## config.mk

```make
export PLATFORM = sky130hd
export DESIGN_NAME = de_selector_buf
export DESIGN_NICKNAME = d
export VERILOG_FILES = /design/src/rtl/de_selector_buf.sv
export SDC_FILE = /design/constraint.sdc
export NUM_CORES = 1
export LEC_CHECK = 0
export ABC_AREA = 1
export CAP_MARGIN = 20
export CORE_MARGIN = 2
export CORE_UTILIZATION = 40
export CTS_BUF_LIST = sky130_fd_sc_hd__clkbuf_8
export CTS_CLUSTER_SIZE = 40
export DETAILED_ROUTE_END_ITERATION = 12
export MAX_ROUTING_LAYER = met4
export PLACE_DENSITY = 0.89
export SYNTH_ARGS = -nofsm -noshare
export SYNTH_HDL_FRONTEND = slang
export SYNTH_SLANG_ARGS = --single-unit
```

## constraint.sdc

```tcl
create_clock -name iClk -period 1.1 [get_ports iClk]
set_input_delay 0.165 -clock iClk [delete_from_list [all_inputs] [get_ports iClk]]
set_output_delay 0.165 -clock iClk [all_outputs]
set_load 0.01 [all_outputs]
```

## src/rtl/de_selector_buf.sv

```systemverilog
// Routes one producer word into one of CHANNELS one-entry holding registers,
// selected manually by iSel or by an internal round-robin pointer.
module de_selector_buf #(
  parameter  int WIDTH    = 1,
  parameter  int CHANNELS = 4,
  localparam int SEL_W    = $clog2(CHANNELS)
) (
  input  logic                      iClk,
  input  logic                      iRst,
  input  logic [WIDTH-1:0]          iC,
  input  logic                      iCValid,
  output logic                      oCReady,
  input  logic                      iAuto,
  input  logic [SEL_W-1:0]          iSel,
  output logic [SEL_W-1:0]          oSelCur,
  output logic [CHANNELS*WIDTH-1:0] oZ,
  output logic [CHANNELS-1:0]       oZValid,
  input  logic [CHANNELS-1:0]       iZReady
);

  // Handshake: a word moves on a rising edge where valid & ready are both
  // high, on the producer side (iCValid/oCReady) and on each consumer side
  // (oZValid[k]/iZReady[k]); ready may depend combinationally on the target.

  localparam logic [SEL_W-1:0] LP_LAST = SEL_W'(CHANNELS - 1);

  logic [CHANNELS-1:0]       r_full;
  logic [CHANNELS*WIDTH-1:0] r_data;
  logic [SEL_W-1:0]          r_ptr;

  logic [SEL_W-1:0]          w_tgt;
  logic [CHANNELS-1:0]       w_hit;
  logic [CHANNELS-1:0]       w_load;
  logic                      w_ready;
  logic                      w_acc;

  assign w_tgt = iAuto ? r_ptr : iSel;

  // An out-of-range manual select matches no channel, so it is never ready.
  always_comb begin
    w_hit = '0;
    for (int k = 0; k < CHANNELS; k++) begin
      w_hit[k] = (w_tgt == SEL_W'(k));
    end
  end

  assign w_ready = |(w_hit & (~r_full | iZReady));
  assign w_acc   = iCValid & w_ready;
  assign w_load  = w_hit & {CHANNELS{w_acc}};

  always_ff @(posedge iClk or posedge iRst) begin
    if (iRst) begin
      r_full <= '0;
      r_data <= '0;
      r_ptr  <= '0;
    end else begin
      for (int k = 0; k < CHANNELS; k++) begin
        // A load in the draining cycle keeps the slot full with the new word.
        if (w_load[k]) begin
          r_data[k*WIDTH +: WIDTH] <= iC;
          r_full[k]                <= 1'b1;
        end else if (iZReady[k]) begin
          r_full[k] <= 1'b0;
        end
      end
      if (w_acc && iAuto) begin
        r_ptr <= (r_ptr == LP_LAST) ? '0 : r_ptr + SEL_W'(1);
      end
    end
  end

  assign oCReady = w_ready;
  assign oSelCur = w_tgt;
  assign oZ      = r_data;
  assign oZValid = r_full;

endmodule

```

==> reports/metrics.cfg, run 1 <==
[sta]
slew_headroom = 0.747
finalWorstSetupSlack_ps = -333
fmax_ghz = 0.698
finalCriticalPeriod_ps = 1430
fin_crit_sh = 1.30
worst_pin_slew_ps = 379
rsz0062_at_grt = yes
report.final.slew_viol_count = 0
skew_ps = 7.22
final-setup-viol-count = 13
finalHoldViolCount = 0
hold-worst-slack_ps = 199

[final_layout]
drive_gt1_frac = 0.358
multi_input_area_um2 = 317
n_antenna_cell = 0
fin_cells = 135
seq_area_um2 = 250
nFillCells = 110
final_nets = 133
syn_to_final_growth_pct = 76.2

[drt]
drt-pass1-iter-count = 4
drt-total-wl_mm = 1.71
vias = 661
avgViaCountPerCell = 4.90
wl_per_cell_um = 12.7
drt_iter0_drc = 3
ant_nets = 0
route.detailed.drc = 0

[cts]
clkLatencyLatePin_ps = 240
numCtsBuffers = 3
clockRootBuffer = clkbuf_8
hold_buffers = 0
clockBufferDepth = 2
clkSlewWorstSetupHoldPaths_ps = 50
cts_tree = done
cts.sinks = 10
htree_levels = 1

[floorplanning]
coreArea_mm2 = 0.00133
io_pins = 22
dieArea_mm2 = 0.00178
initial_core_util = 0.437
die_height_um = 42.2
fp-row-count = 13
fp.dieW_um = 42.2

[run_status]
violations = setup timing
outcome = finished, violations left

[yosys]
postSynthCellCount = 80
ys_warn_count = 0
synth.ff_latch_count = 10
seq_area_frac_synth = 0.429
syn_avg_cell_area_um2 = 7.29
yosys.area.top_type = dfrtp_1
syn-num-nets = 92
synth_top_cell_area_share = 0.429
synth_cell_types = 13
synth_area_leaders = dfrtp_1 43%, nand2_1 20%, inv_1 7.1%
synth_area_um2 = 583

[worst_setup_path]
timing.rr.start = r_ptr[1]
worst-path-max-fanout = 3
path_class = reg2out
crit_arrival_ps = 1270
crit_required_ps = 940
critPathCaptureType = output port
start_kind = flip-flop
startpoint = r_ptr[1]

[power_and_ir_drop]
p_clk_frac = 0.206
intPower_uw = 1400
p_sw_frac = 0.366
peakVddDrop_mv = 1.21
p_per_area_mw_per_mm2 = 2150
leakage_uw = 0.000579
comb_power_share = 0.522
p_seq_frac = 0.272
p_sw_uw = 810

[grt]
grt_pass1_vias = 687
grt_pass1_wl_mm = 2.95
grt_start_max_net_pins = 12
grtUsageTotal = 0.229
antenna_found_initial = 0
grt-ovfl-total = 0

[placement]
portBuffers = 21
hpwlAfterDp_mm = 1.23
dpl.cell_count = 128
globalplace.congestion = 0.858

[run]
maxCapViolCount = 0

[min_path]
worst_hold_path_type = in2async

[final cells by class]
| cell class | instances | share of cell area |
|---|---|---|
| inverters | 12 | 0.0438 |
| well taps | 15 | 0.0183 |
| flip-flops and latches | 10 | 0.244 |
| clock buffers | 4 | 0.0536 |
| multi-input cells | 56 | 0.308 |
| repair buffers | 38 | 0.333 |
[state kept, by name, indices dropped and copies added (netlist names)]
register  flops
oZValid       4
r_ptr         2
oZ            4
[worst max-delay path, cell delays in order, from the launching register on]
cell,delay [ps]
dfrtp_1,390
inv_1,60
nand2_1,70
nand2_2,130
nand3_2,80
nand2_2,80
inv_2,40
nand2_2,80
buf_6,100
[power groups by stage]
| stage | registers (µW) | logic, µW | clock network, µW |
|---|---|---|---|
| finish | 601 | 1150 | 456 |
| detailed placement | 611 | 1090 | 0 |
| CTS | 601 | 1130 | 467 |
| floorplan | 658 | 461 | 0 |
| global placement | 602 | 1050 | 0 |
| global route | 625 | 1250 | 476 |
[cell families after synthesis]
logic type	after synthesis	synth area share
and+or+nand+nor	55	0.440
buffers and inverters	14	0.109
DFF	10	0.429
adders and majority gates	1	0.0215
[cell usage after synthesis, drive strengths merged]
library cell  instances
buf                   1
clkbuf                1
dfrtp                10
ha                    1
inv                  12
nand2                34
nand3                10
nand4                 5
nor2                  5
or2                   1
[routing by layer]
metal | wire [µm] | share of wire | GRT usage
met2 | 896 | 0.52 | 0.375
met1 | 718 | 0.42 | 0.251
met3 | 94 | 0.055 | 0.0862
met5 | 0 | 0 | -
met4 | 0 | 0 | 0.0875
[timing repair]
item | CTS | global route
gates resized for setup | 30 | 6
hold endpoints to repair | 0 | 0
buffers inserted | 5 | 0
pin swaps | 5 | 8
setup endpoints to repair | 21 | 13
[cells in the final DEF (no fill, tap or decap)]
cell type,synthesis,layout
buf_4,0,14
buf_6,1,6
clkbuf_8,0,4
clkdlybuf4s50_1,0,9
dfrtp_1,10,10
dlygate4sd2_1,0,9
ha_1,1,1
inv_1,11,10
inv_2,1,2
nand2_1,31,27
nand2_2,3,6
nand2_4,0,1
nand3_1,7,1
nand3_2,3,9
nand4_1,5,5
nor2_1,5,5
or2_4,0,1
[worst paths after layout]
path,slack [ps],to,cells past startpoint
max,-330,oCReady,8
min,200,oZValid[2],2
max reg2reg,-310,oZ[3],11
min reg2reg,470,oZ[3],2
max in group asynchronous,620,oZ[1],2
min in group iClk,470,oZ[3],2
[metrics by stage]
stage          total power [µW]  setup TNS [ps]  utilization  instance area (µm²)  setup WS, ps
2_1_floorplan              1120            -963            -                  601          -111
3_3_place_gp               1650           -7560        0.687                  916          -784
3_5_place_dp               1710           -8180        0.687                  916          -820
4_1_cts                    2200           -2690        0.763                 1020          -289
5_1_grt                    2350           -4140        0.770                 1030          -392
6_report                   2210           -3170        0.770                 1030          -333
No activity file was read; power rests on OpenSTA's default activity.
==> run 2, diff against run 1 <==
- ABC_AREA: 1 -> default
- CORE_UTILIZATION: 40 -> 38
- PLACE_DENSITY: 0.89 -> 0.88
==> run 2 against run 1 <==
Net effect: the flow still finishes with violations (setup timing); largest power group unchanged; sequential share of layout area up 1.8 points; final area shrank 6.9%; sequential power barely moved; setup slack worse by 190 ps; clock skew decreased by 6.7 ps; critical path depth is 1 lower; die area is 7.1% lower; clock power shrank 19%; clock-buffer cell count is 1 lower; synthesized cell count shrank 40%; area after synthesis is 12% lower; via count is 23% lower.
==> reports/metrics.cfg, run 2 <==
[power_and_ir_drop]
peakVddDrop_mv = 1.11  ; -8.3%
leakage_uw = 0.000468  ; -19%
p_per_area_mw_per_mm2 = 2100  ; -2.2%
total_power_uw = 2010  ; -9.0%

[cts]
clockBufferDepth = 2  ; unchanged
clkSlewWorstSetupHoldPaths_ps = 40  ; about the same
cts.sinks = 10  ; unchanged
cts_tree = done
numCtsBuffers = 3  ; unchanged
htree_levels = 1  ; unchanged
clkLatencyLatePin_ps = 230  ; about the same
hold_buffers = 0  ; unchanged
clockRootBuffer = clkbuf_8

[final_layout]
drive_gt1_frac = 0.427  ; +0.0686
fin_cells = 104  ; -23%
final_cell_mix = 15 x buf_4, 10 x dfrtp_1, 8 x clkdlybuf4s50_1
final_nets = 103  ; -23%
n_antenna_cell = 0  ; unchanged
syn_to_final_growth_pct = 87.3
nFillCells = 97  ; -12%
final_common_cell = buf_4

[yosys]
yosysMostFrequentCell = dfrtp_1
syn_avg_cell_area_um2 = 10.6  ; +46%
postSynthCellCount = 48  ; -40%
synth_flop_cell = dfrtp_1
yosys.area.top_type = dfrtp_1
synth-edff-count = 0  ; unchanged
ys_warn_count = 0  ; unchanged
synth.ff_latch_count = 10  ; unchanged
synth_top_cell_area_share = 0.490  ; +0.0610
synth_area_um2 = 510  ; -12%
synth_common_cells = 10 x dfrtp_1, 6 x nand2_1, 5 x nand2b_1
synth_area_leaders = dfrtp_1 49%, mux2_2 6.6%, nand2b_1 6.1%
syn-num-nets = 60  ; -35%
synthArstFlopShare = 1.00  ; unchanged
seq_area_frac_synth = 0.490  ; +0.0610
synth_cell_types = 17  ; +4

[sta]
finalCriticalPeriod_ps = 1620  ; +188 ps
final.setup.tns_ps = -2950  ; +220 ps
worst_pin_slew_ps = 389  ; +10.6 ps
skew_ps = 0.531  ; -6.69 ps
finalWorstSetupSlack_ps = -521  ; -188 ps
fin_crit_sh = 1.47  ; +0.171
slew_headroom = 0.740  ; -0.00707
report.final.slew_viol_count = 0  ; unchanged
fmax_ghz = 0.617  ; -12%
finalHoldViolCount = 0  ; unchanged
rsz0062_at_grt = yes
final-setup-viol-count = 11  ; -2

[drt]
ant_nets = 0  ; unchanged
drt-total-wl_mm = 1.37  ; -20%
vias = 509  ; -23%
avgViaCountPerCell = 4.89  ; about the same
drt_iter0_drc = 7  ; +4
drt-pass1-iter-count = 4  ; unchanged
route.detailed.drc = 0  ; unchanged
wl_per_cell_um = 13.2  ; +4.1%

[floorplanning]
fp-row-count = 13  ; unchanged
dieArea_mm2 = 0.00165  ; -7.1%
die_height_um = 40.7  ; -3.6%
coreArea_mm2 = 0.00128  ; -3.7%
fp.dieW_um = 40.7  ; -3.6%
io_pins = 22  ; unchanged
initial_core_util = 0.397  ; -0.0399

[placement]
globalplace.congestion = 0.889  ; +3.6%
hpwlAfterDp_mm = 1.08  ; -13%
dpl.cell_count = 98  ; -23%
portBuffers = 21  ; unchanged

[worst_setup_path]
crit_arrival_ps = 1740  ; +470 ps
path_cells = mux2i_4, inv_4, mux2i_2, buf_4, nor3_4, a21oi_2, mux2_4
crit_path_top_delay_cell = dfrtp_1
crit_family = multiplexers
critPathCaptureType = flip-flop
path_buf_inv = 2  ; -1
start_kind = flip-flop
cp_slowest_stage_delay_ps = 400  ; about the same
worst-path-max-fanout = 3  ; unchanged
path_class = reg2reg
crit_required_ps = 1210  ; +270 ps

[min_path]
worst_hold_path_type = in2async

[grt]
antenna_found_initial = 0  ; unchanged
top_usage_layer = met2
grtUsageMet1 = 0.198  ; -0.0527
grtUsageTotal = 0.198  ; -0.0309
grt_use_met3 = 0.0652  ; -0.0210
grt_start_max_net_pins = 11  ; -1
met2_usage = 0.353  ; -0.0222
grt_pass1_wl_mm = 1.97  ; -33%
grt_pass1_vias = 461  ; -33%
grt-ovfl-total = 0  ; unchanged

[run]
maxCapViolCount = 0  ; unchanged

[run_status]
outcome = finished, violations left
violations = setup timing

==> run 2: changes by cell type in the layout (fill, tap and decap cells not counted), sizes merged, moves of 2 or more <==
cell         before  now
nand3            10    2
mux2i             0    5
nand2b            0    5
mux2              0    5
nor2              5    3
o21ai             0    4
nand4             5    2
nand2            34    6
inv              12    3
dlygate4sd2       9    7
==> run 2: logic make-up after synthesis <==
logic type / synth area share
simple gates: 0.186
buf+inv: 0.0270
flops: 0.490
compound gates: 0.0490
mux: 0.223
fa+ha+maj: 0.0245
==> run 2: power by group <==
group          internal [µW]  leakage, µW  switching [µW]  total [µW]
Sequential               514     0.000122            84.6         598
Clock                    238    0.0000216             130         368
Combinational            606     0.000324             439        1050
Total                   1360     0.000468             654        2010
==> run 2: worst paths after layout <==
check,slack [ps],end,start,cells past startpoint
max in group asynchronous,610,r_ptr[1],iRst,2
max,-520,r_ptr[0],r_ptr[0],7
min,210,oZ[2],iRst,2
min in group iClk,470,oZValid[0],iAuto,5
min reg2reg,500,oZ[0],oZ[0],1
max reg2reg,-520,r_ptr[0],r_ptr[0],7
==> run 2: what timing repair did <==
| item | in CTS | in global routing |
|---|---|---|
| setup endpoints to repair | 21 | 13 |
| buffers inserted | 1 | 4 |
| endpoints found under the hold margin | 0 | 0 |
| gates resized for setup | 27 | 10 |
| pin swaps | 1 | 3 |
==> run 2: metrics by stage <==
step | worst slack (ps) | hold WS [ps] | utilization | area [µm²]
CTS | -563 | 222 | 0.711 | 913
detailed placement | -990 | 469 | 0.680 | 873
global route | -582 | 269 | 0.744 | 956
floorplan | -462 | 5.18 | - | 539
finish | -521 | 212 | 0.744 | 956
global placement | -969 | 464 | 0.680 | 873
==> run 2: layout make-up <==
| class | instances | area (µm²) | share of cell area |
|---|---|---|---|
| timing repair buffer | 38 | 320 | 0.335 |
| multi-input combinational | 35 | 312 | 0.326 |
| sequential | 10 | 250 | 0.262 |
| clock buffer | 3 | 41.3 | 0.0432 |
| tap | 15 | 18.8 | 0.0196 |
| inverter | 3 | 13.8 | 0.0144 |
==> run 2: worst reg2reg max path, stage by stage (launching register included) <==
cell and delay [ps]:
dfrtp_1 400, mux2i_4 190, inv_4 80, mux2i_2 210, buf_4 160, nor3_4 40, a21oi_2 110, mux2_4 310
==> run 2: metal layers <==
layer,part of all wire,vias to the layer above
met2,0.55,16
met4,0.020,0
met5,0,-
met3,0.047,4
met1,0.39,239
li1,-,250
==> run 3, diff against run 2 <==
- CAP_MARGIN: 20 -> default
==> results of run 3 <==
No change in the layout: final DEF, timing and power equal those of run 2.
